==> config.mk <==
export PLATFORM = sky130hd
export DESIGN_NAME = div_ctrl
export DESIGN_NICKNAME = d
export VERILOG_FILES = /design/src/rtl/div_pkg.sv /design/src/rtl/div_ctrl_issue.sv /design/src/rtl/div_ctrl.sv
export SDC_FILE = /design/constraint.sdc
export NUM_CORES = 1
export LEC_CHECK = 0
export ABC_AREA = 1
export ABC_CLOCK_PERIOD_IN_PS = 2150
export BUFFER_PORTS_ARGS = -buffer_cell sky130_fd_sc_hd__buf_2
export CORE_MARGIN = 2
export CORE_UTILIZATION = 30
export CTS_CLUSTER_DIAMETER = 60
export DETAILED_ROUTE_END_ITERATION = 8
export PLACE_DENSITY = 0.54
export SYNTH_ARGS = -nofsm -noshare
export SYNTH_HDL_FRONTEND = slang
export SYNTH_SLANG_ARGS = --single-unit
==> constraint.sdc <==
create_clock -name clk -period 2.15 [get_ports clk]
set_clock_uncertainty 0.1 [all_clocks]
set_input_delay 0.215 -clock clk [delete_from_list [all_inputs] [get_ports clk]]
set_output_delay 0.215 -clock clk [all_outputs]
set_load 0.01 [all_outputs]
==> src/rtl/div_pkg.sv <==
// Shared encodings for the EXE-stage divide sequencer: request opcodes,
// FSM state codes and the signed-overflow dividend.
package div_pkg;

    localparam logic [1:0] DIV_W  = 2'b00;
    localparam logic [1:0] MOD_W  = 2'b01;
    localparam logic [1:0] DIV_WU = 2'b10;
    localparam logic [1:0] MOD_WU = 2'b11;

    localparam logic [2:0] ST_IDLE  = 3'd0;
    localparam logic [2:0] ST_ISSUE = 3'd1;
    localparam logic [2:0] ST_WAIT  = 3'd2;
    localparam logic [2:0] ST_RESP  = 3'd3;
    localparam logic [2:0] ST_DRAIN = 3'd4;

    localparam logic [31:0] INT_MIN = 32'h8000_0000;

endpackage

==> src/rtl/div_ctrl_issue.sv <==
// Operand-channel valid tracking for one divider IP: both tvalids rise on
// start and each drops independently the cycle after its own handshake.
module div_ctrl_issue (
    input  logic clk,
    input  logic reset,
    input  logic start,
    input  logic dividend_tready,
    input  logic divisor_tready,
    output logic dividend_tvalid,
    output logic divisor_tvalid,
    output logic all_accepted
);

    logic dvd_vld_q, dvd_vld_d;
    logic dvs_vld_q, dvs_vld_d;

    always_comb begin
        dvd_vld_d = dvd_vld_q & ~dividend_tready;
        dvs_vld_d = dvs_vld_q & ~divisor_tready;
        if (start) begin
            dvd_vld_d = 1'b1;
            dvs_vld_d = 1'b1;
        end
    end

    always_ff @(posedge clk) begin
        if (reset) begin
            dvd_vld_q <= 1'b0;
            dvs_vld_q <= 1'b0;
        end else begin
            dvd_vld_q <= dvd_vld_d;
            dvs_vld_q <= dvs_vld_d;
        end
    end

    assign dividend_tvalid = dvd_vld_q;
    assign divisor_tvalid  = dvs_vld_q;
    // True when no channel will still be pending after this edge.
    assign all_accepted    = ~dvd_vld_d & ~dvs_vld_d;

endmodule

==> src/rtl/div_ctrl.sv <==
// Divide-op sequencer: steers div/mod requests to the signed or unsigned
// divider IP, bypasses zero-divisor and overflow cases, and survives flushes.
//
// state    | meaning
// ---------+-----------------------------------------------------------
// IDLE     | ready for a request
// ISSUE    | operand tvalids pending on the selected IP
// WAIT     | operands accepted, waiting for dout_tvalid
// RESP     | resp_valid held until resp_ready
// DRAIN    | cancelled op in flight; swallow its dout
module div_ctrl
    import div_pkg::*;
#(
    parameter int W       = 32,
    parameter bit QUOT_HI = 1'b1
) (
    input  logic           clk,
    input  logic           reset,
    input  logic           flush,
    input  logic           req_valid,
    output logic           req_ready,
    input  logic [1:0]     req_op,
    input  logic [W-1:0]   req_src1,
    input  logic [W-1:0]   req_src2,
    output logic           resp_valid,
    input  logic           resp_ready,
    output logic [W-1:0]   resp_result,
    output logic [W-1:0]   ip_dividend,
    output logic [W-1:0]   ip_divisor,
    output logic           sdiv_dividend_tvalid,
    input  logic           sdiv_dividend_tready,
    output logic           sdiv_divisor_tvalid,
    input  logic           sdiv_divisor_tready,
    input  logic           sdiv_dout_tvalid,
    input  logic [2*W-1:0] sdiv_dout_tdata,
    output logic           udiv_dividend_tvalid,
    input  logic           udiv_dividend_tready,
    output logic           udiv_divisor_tvalid,
    input  logic           udiv_divisor_tready,
    input  logic           udiv_dout_tvalid,
    input  logic [2*W-1:0] udiv_dout_tdata
);

    localparam logic [W-1:0] MIN_NEG   = {1'b1, {(W-1){1'b0}}};
    localparam logic [W-1:0] MINUS_ONE = '1;

    logic [2:0]     state_q, state_d;
    logic [W-1:0]   dvd_q, dvd_d, dvs_q, dvs_d, result_q, result_d;
    logic           resp_valid_q, resp_valid_d;
    logic           cancel_q, cancel_d;
    logic           is_signed_q, is_signed_d, is_mod_q, is_mod_d;
    logic           start_s, start_u, s_all, u_all, sel_all, sel_dout_vld;
    logic           accept, req_signed, req_mod;
    logic [2*W-1:0] sel_dout;
    logic [W-1:0]   quot, rem;

    assign req_ready    = (state_q == ST_IDLE) & ~flush;
    assign accept       = req_valid & req_ready;
    assign req_signed   = (req_op == DIV_W) | (req_op == MOD_W);
    assign req_mod      = (req_op == MOD_W) | (req_op == MOD_WU);
    assign sel_all      = is_signed_q ? s_all : u_all;
    assign sel_dout_vld = is_signed_q ? sdiv_dout_tvalid : udiv_dout_tvalid;
    assign sel_dout     = is_signed_q ? sdiv_dout_tdata : udiv_dout_tdata;
    assign quot         = QUOT_HI ? sel_dout[2*W-1:W] : sel_dout[W-1:0];
    assign rem          = QUOT_HI ? sel_dout[W-1:0] : sel_dout[2*W-1:W];

    always_comb begin
        state_d      = state_q;
        dvd_d        = dvd_q;
        dvs_d        = dvs_q;
        result_d     = result_q;
        resp_valid_d = resp_valid_q;
        cancel_d     = cancel_q;
        is_signed_d  = is_signed_q;
        is_mod_d     = is_mod_q;
        start_s      = 1'b0;
        start_u      = 1'b0;
        case (state_q)
            ST_IDLE: begin
                if (accept) begin
                    dvd_d       = req_src1;
                    dvs_d       = req_src2;
                    is_signed_d = req_signed;
                    is_mod_d    = req_mod;
                    if (req_src2 == '0) begin
                        result_d     = req_mod ? req_src1 : '0;
                        resp_valid_d = 1'b1;
                        state_d      = ST_RESP;
                    end else if (req_signed && req_src1 == MIN_NEG && req_src2 == MINUS_ONE) begin
                        result_d     = req_mod ? '0 : MIN_NEG;
                        resp_valid_d = 1'b1;
                        state_d      = ST_RESP;
                    end else begin
                        start_s = req_signed;
                        start_u = ~req_signed;
                        state_d = ST_ISSUE;
                    end
                end
            end
            ST_ISSUE: begin
                // A flush here cannot withdraw tvalid; remember it and drain later.
                if (flush) cancel_d = 1'b1;
                if (sel_all) state_d = (cancel_q | flush) ? ST_DRAIN : ST_WAIT;
            end
            ST_WAIT: begin
                if (flush) begin
                    state_d = sel_dout_vld ? ST_IDLE : ST_DRAIN;
                end else if (sel_dout_vld) begin
                    result_d     = is_mod_q ? rem : quot;
                    resp_valid_d = 1'b1;
                    state_d      = ST_RESP;
                end
            end
            ST_RESP: begin
                if (flush | resp_ready) begin
                    resp_valid_d = 1'b0;
                    state_d      = ST_IDLE;
                end
            end
            ST_DRAIN: begin
                if (sel_dout_vld) begin
                    cancel_d = 1'b0;
                    state_d  = ST_IDLE;
                end
            end
            default: state_d = ST_IDLE;
        endcase
    end

    always_ff @(posedge clk) begin
        if (reset) begin
            state_q      <= ST_IDLE;
            dvd_q        <= '0;
            dvs_q        <= '0;
            result_q     <= '0;
            resp_valid_q <= 1'b0;
            cancel_q     <= 1'b0;
            is_signed_q  <= 1'b0;
            is_mod_q     <= 1'b0;
        end else begin
            state_q      <= state_d;
            dvd_q        <= dvd_d;
            dvs_q        <= dvs_d;
            result_q     <= result_d;
            resp_valid_q <= resp_valid_d;
            cancel_q     <= cancel_d;
            is_signed_q  <= is_signed_d;
            is_mod_q     <= is_mod_d;
        end
    end

    div_ctrl_issue u_issue_s (
        .clk             (clk),
        .reset           (reset),
        .start           (start_s),
        .dividend_tready (sdiv_dividend_tready),
        .divisor_tready  (sdiv_divisor_tready),
        .dividend_tvalid (sdiv_dividend_tvalid),
        .divisor_tvalid  (sdiv_divisor_tvalid),
        .all_accepted    (s_all)
    );

    div_ctrl_issue u_issue_u (
        .clk             (clk),
        .reset           (reset),
        .start           (start_u),
        .dividend_tready (udiv_dividend_tready),
        .divisor_tready  (udiv_divisor_tready),
        .dividend_tvalid (udiv_dividend_tvalid),
        .divisor_tvalid  (udiv_divisor_tvalid),
        .all_accepted    (u_all)
    );

    assign resp_valid  = resp_valid_q;
    assign resp_result = result_q;
    assign ip_dividend = dvd_q;
    assign ip_divisor  = dvs_q;

endmodule

# After elaboration in Yosys (flattened, before gate mapping)

Cells that the tools add are included.
Widths: inputs -> output; s select.

Output and inout port bits: 102
Memories: 0
Memory bits (writable): 0
Logic and storage cells: 109
Latch bits: 0
Bits in registers: 107
Input bits: 205
Bits in read-only memories: 0

Reductions and logical operators: 13
Shifts and indexed selects: 0
Mux-type cells: 45
Divide/modulo/power cells: 0
Add/sub/neg operators: 0
$mul: 0
Bitwise operators: 22
$lt $le $gt $ge: 0
Equal/unequal tests: 17

Operator list:

| kind                 | number |
|---|---|
| $mux 32              | 8 |
| $eq 32x32->1 const B | 2 |
| $mux 64              | 1 |
| $pmux 32 s2          | 1 |
| $logic_not 32->1     | 1 |
| $mux 3               | 8 |
| $mux 1               | 22 |
| $pmux 3 s5           | 1 |
| $ne 2x2->1 const B   | 7 |
| $not 1->1            | 10 |
| $reduce_and 5->1     | 2 |
| $and 1x1->1          | 8 |
| $eq 3x2->1 const B   | 2 |
| $reduce_and 6->1     | 1 |
| $mux 2               | 2 |
| $or 1x1->1           | 4 |
| $reduce_bool 2->1    | 2 |
| $eq 3x1->1 const B   | 1 |
| $eq 3x3->1 const B   | 1 |
| $logic_not 3->1      | 1 |
| $ne 3x1->1 const B   | 1 |
| $ne 3x3->1 const B   | 1 |
| $pmux 1 s3           | 1 |
| $reduce_and 3->1     | 1 |
| other kinds (7)      | 8 |

# Longest topological paths before layout

Depth after elaboration: 14
Mapped depth: 14
Depth with buffers taken out: 14

# Cells and area by module

Synthesis repeated with hierarchy kept, for this count alone.

Cells, all modules: 987
Area, all modules: 6,055.8 um^2

By module, submodules not included:

| module         | instances | area each (um^2) | cells each | sequential area each (um^2) |
|---|---|---|---|---|
| div_ctrl       | 1         | 5,868.1          | 963        | 2,062.0 |
| div_ctrl_issue | 2         | 93.8             | 12         | 40.0 |

# Worst setup path after synthesis

Ideal clock, no wire load.

Kind: register to register
From: register state_q[1]
To: register state_q[2]
Arrival time: 1.413 ns
Stages on the path, launching flop included: 11
Setup slack: 0.522 ns
Path through: dfxtp_1 inv_2 nand2_2 nor2_4 nand2_4 nor2_1 nand3_1 nand3_1 nand2_2 a21oi_1 nor2_1

Word-level cells in the longest chain between the ends: 11

RTL lines:

| element                               | line                 | text |
|---|---|---|
| start, declared                       | div_ctrl.sv:47       | `logic [2:0] state_q, state_d;` |
| start signal, assigned                | div_ctrl.sv:141      | `state_q <= state_d;` |
| $logic_not 3->1 (*)                   | div_ctrl.sv:57       | `assign req_ready = (state_q == ST_IDLE) & ~flush;` |
| $and 1x1->1 (*)                       | div_ctrl.sv:57       |  |
| named net req_ready                   | div_ctrl.sv:21       | `output logic req_ready,` |
| $and 1x1->1 (*)                       | div_ctrl.sv:58       | `assign accept = req_valid & req_ready;` |
| $mux 1                                | div_ctrl.sv:80       | `if (accept) begin` |
| $mux 1                                | div_ctrl.sv:78       | `case (state_q)` |
| $mux 1                                | div_ctrl_issue.sv:20 | `if (start) begin` |
| $not 1->1                             | div_ctrl_issue.sv:39 | `assign all_accepted = ~dvd_vld_d & ~dvs_vld_d;` |
| $and 1x1->1                           | div_ctrl_issue.sv:39 |  |
| $mux 1                                | div_ctrl.sv:61       | `assign sel_all = is_signed_q ? s_all : u_all;` |
| $ne 2x2->1 (no source line)           | --                   |  |
| $reduce_and 5->1 (no source line) (*) | --                   |  |

Mark *: on every way through the listed nets, which the timed path passes. The rest lies on a longest branch.
A chain may end at the register's enable or synchronous reset.

# Worst setup path in the final report

From: register state_q[1]
To: register result_q[21] (netlist: resp_result[21])

Word-level cells in the longest chain between the ends: 5

RTL lines:

| element                           | line                           | text |
|---|---|---|
| $logic_not 3->1                   | div_ctrl.sv:57, div_ctrl.sv:78 |  |
| $and 1x1->1                       | div_ctrl.sv:57                 |  |
| $and 1x1->1                       | div_ctrl.sv:58                 |  |
| $ne 2x2->1 (no source line)       | --                             |  |
| $reduce_and 5->1 (no source line) | --                             |  |
| end signal, assigned              | div_ctrl.sv:144                | `result_q <= result_d;` |
| end, declared                     | div_ctrl.sv:48                 | `logic [W-1:0] dvd_q, dvd_d, dvs_q, dvs_d, result_q, result_d;` |

Parallel ways exist; a longest one is shown, timed or not.

==> impl_metrics.yaml <==
timing:
  slew_headroom_pct: 59.7
  setup_viol: 0
  final_max_slew_viol_count: 0
  clock.fmax_mhz: 512
  layout_min_cycle_time_ns: 1.95
  fin_setup_tns_ns: 0
  finalHoldViolations: 0
  tightest_slew_ns: 0.605
  period_share_pct: 90.8
  grt_setup_unrepaired: "no"
pwr:
  p_sw_share_pct: 37.5
  p_comb_share_pct: 37.6
  powerDensity_mw_per_mm2: 849
  seqPwrFrac_pct: 35.3
  switchingPower_w: 0.00250
  p_int_w: 0.00418
  clockPowerShare_pct: 27.1
  vdd_drop_max_v: 0.000566
  total_leakage_power_nw: 3.69
floorplan:
  die-height_um: 143
  fp.dieW_um: 143
  rows: 50
  start_util_pct: 30.7
  io_pins: 307
  core_area_sq_mm: 0.0188
  dieArea_sq_mm: 0.0204
detailed_routing:
  wl_per_cell_um: 16.4
  vias_per_cell: 4.89
  drc: 0
  first_pass_iters: 5
  drt_iter0_drc: 365
  ant_nets: 0
  num_vias: 6936
  routed_wirelength_um: 23300
final_layout:
  final_util_pct: 41.8
  syn2layout_area_growth_pct: 36.3
  final_cell_mix: "305 x buf_2, 282 x nand2_1, 157 x a21oi_1"
  fillCellCount: 2059
  fin_nets: 1357
  final_common_cell: "buf_2"
  drive_above_1_share_pct: 31.7
placed_design:
  port_buffers: 306
  hpwl_um: 17500
  routabilityCongestion: 0.837
synth:
  synth_cell_types: 34
  synth_cells: 879
  synth_area_sq_mm: 0.00578
  synthFlopType: "dfxtp_1"
  synth_edf_count: 0
  synthArstFlopShare_pct: 0
  synth_warnings: 0
  synth_nets: 1084
  syn_area_per_cell_sq_um: 6.57
  yosysSeqAreaShare_pct: 37.1
  synth.ff_latch_count: 107
setup_path:
  cp_top_family: "simple AND/OR/NAND/NOR gates"
  path_buf_inv: 1
  crit_type: "reg -> reg"
  worstPathArrival_ns: 2.07
  endpoint_kind: "register"
  cp-start-kind: "register"
  cp_cell_sequence: "inv_2 > nand2_2 > nor2_4 > nand2_4 > a21oi_4 > nand2_4 > nand2_1 > a21oi_1"
  critPathMaxStageDelay_ns: 0.35
  crit_required_ns: 2.27
  worstPathMaxFanout: 33
  crit_top_cell: "nand2_4"
  crit_slowest_cell: "dfxtp_1"
clocking:
  cts_hold_buf: 0
  cts_tree: "yes"
  insertion_delay_ns: 0.35
  htreeDepth: 3
  clkTransAtPathRegs_ns: 0.07
  cts_root_buf: "clkbuf_16"
  numCtsBuffers: 9
  cts.sinks: 107
  clk_path_buf_depth: 2
  cts_resized: 0
  post_cts.repair.setup_buffers: 0
run:
  drv_cap: 0
global_routing:
  track_usage_pct: 21.8
  grt_max_degree: 95
  grt_overflow: 0
  grt_pass1_wl_um: 34500
  grt_pass1_vias: 6346
  antenna_found_initial: 4
worst_hold_path:
  hold_path.class: "in -> reg"
run_status:
  outcome: "finished clean"
per-stage QoR:
stage	hold slack [ns]	cell area, sq um	setup WS [ns]	cells	power, W
2_1_floorplan	0.254	5780	0.522	879	0.00401
3_3_place_gp	0.349	7550	0.139	1401	0.00492
3_5_place_dp	0.352	7550	0.110	1401	0.00493
4_1_cts	0.0102	7870	0.204	1415	0.00676
5_1_grt	0.0171	7880	0.0717	1418	0.00710
6_report	0.0219	7880	0.197	1418	0.00669
area by class of cell:
cell class | instances | area [sq um] | share of cell area (%)
multi-input combinational | 671 | 3160 | 40.2
sequential | 107 | 2140 | 27.2
timing repair buffer | 329 | 1790 | 22.8
tap | 260 | 325 | 4.13
clock buffer | 10 | 239 | 3.03
inverter | 34 | 128 | 1.62
clock inverter | 4 | 73.8 | 0.937
antenna | 3 | 7.51 | 0.0953
routing by layer:
metal  routed length [um]  vias up  track usage (%)
met5                    0        -                0
met4                  419        0             5.47
met3                 1570       27             4.96
met2                11300      246             37.9
met1                 9980     3177             27.4
li1                     -     3486                -
path summary, 6_finish.rpt:
path	startpoint	depth (start not counted)	end	slack, ns
max reg2reg	state_q[1]	8	resp_result[21]	0.20
min reg2reg	resp_result[2]	2	resp_result[2]	0.36
max	state_q[1]	8	resp_result[21]	0.20
min	sdiv_divisor_tready	4	u_issue_s.divisor_tvalid	0.02
flip-flops by register name, summed over array words and instances (netlist names):
| signal | count |
|---|---|
| is_signed_q | 1 |
| u_issue_u.divisor_tvalid | 1 |
| u_issue_s.dividend_tvalid | 1 |
| resp_result | 32 |
| u_issue_u.dividend_tvalid | 1 |
| ip_dividend | 32 |
| state_q | 3 |
| resp_valid | 1 |
| ip_divisor | 32 |
| u_issue_s.divisor_tvalid | 1 |
| is_mod_q | 1 |
| cancel_q | 1 |
logic make-up (layout without fill, tap and decap cells):
group / Yosys count / count (layout) / share of synthesized area [%]
buffers and inverters: 101 / 377 / 8.18
and+or+nand+nor: 413 / 413 / 28.8
other: 0 / 3 / 0
AOI/OAI and AO/OA: 257 / 257 / 25.8
muxes: 1 / 1 / 0.173
DFF: 107 / 107 / 37.1
synth_stat cells (all sizes together) (7+ instances only):
master,n,share of area [%]
a21oi,161,14
a221oi,24,3.6
buf,35,3.9
clkbuf,32,2.1
dfxtp,107,37
inv,33,2.1
nand2,287,19
nand3,22,2.0
nor2,97,7.1
o211ai,24,3.1
o21ai,36,3.1
o22ai,7,0.76
worst min-delay path, stage by stage:
cell and delay [ns]:
buf_2 0.08, nor2_1 0.04, inv_1 0.04, a21oi_1 0.05
power groups by stage:
| stage | sequential (W) | combinational (W) | clock [W] |
|---|---|---|---|
| detailed placement | 0.00240 | 0.00253 | 0 |
| finish | 0.00236 | 0.00251 | 0.00181 |
| floorplan | 0.00249 | 0.00152 | 0 |
| global route | 0.00239 | 0.00278 | 0.00193 |
| CTS | 0.00236 | 0.00253 | 0.00187 |
| global placement | 0.00240 | 0.00252 | 0 |
Power figures use the tool's default switching activity.
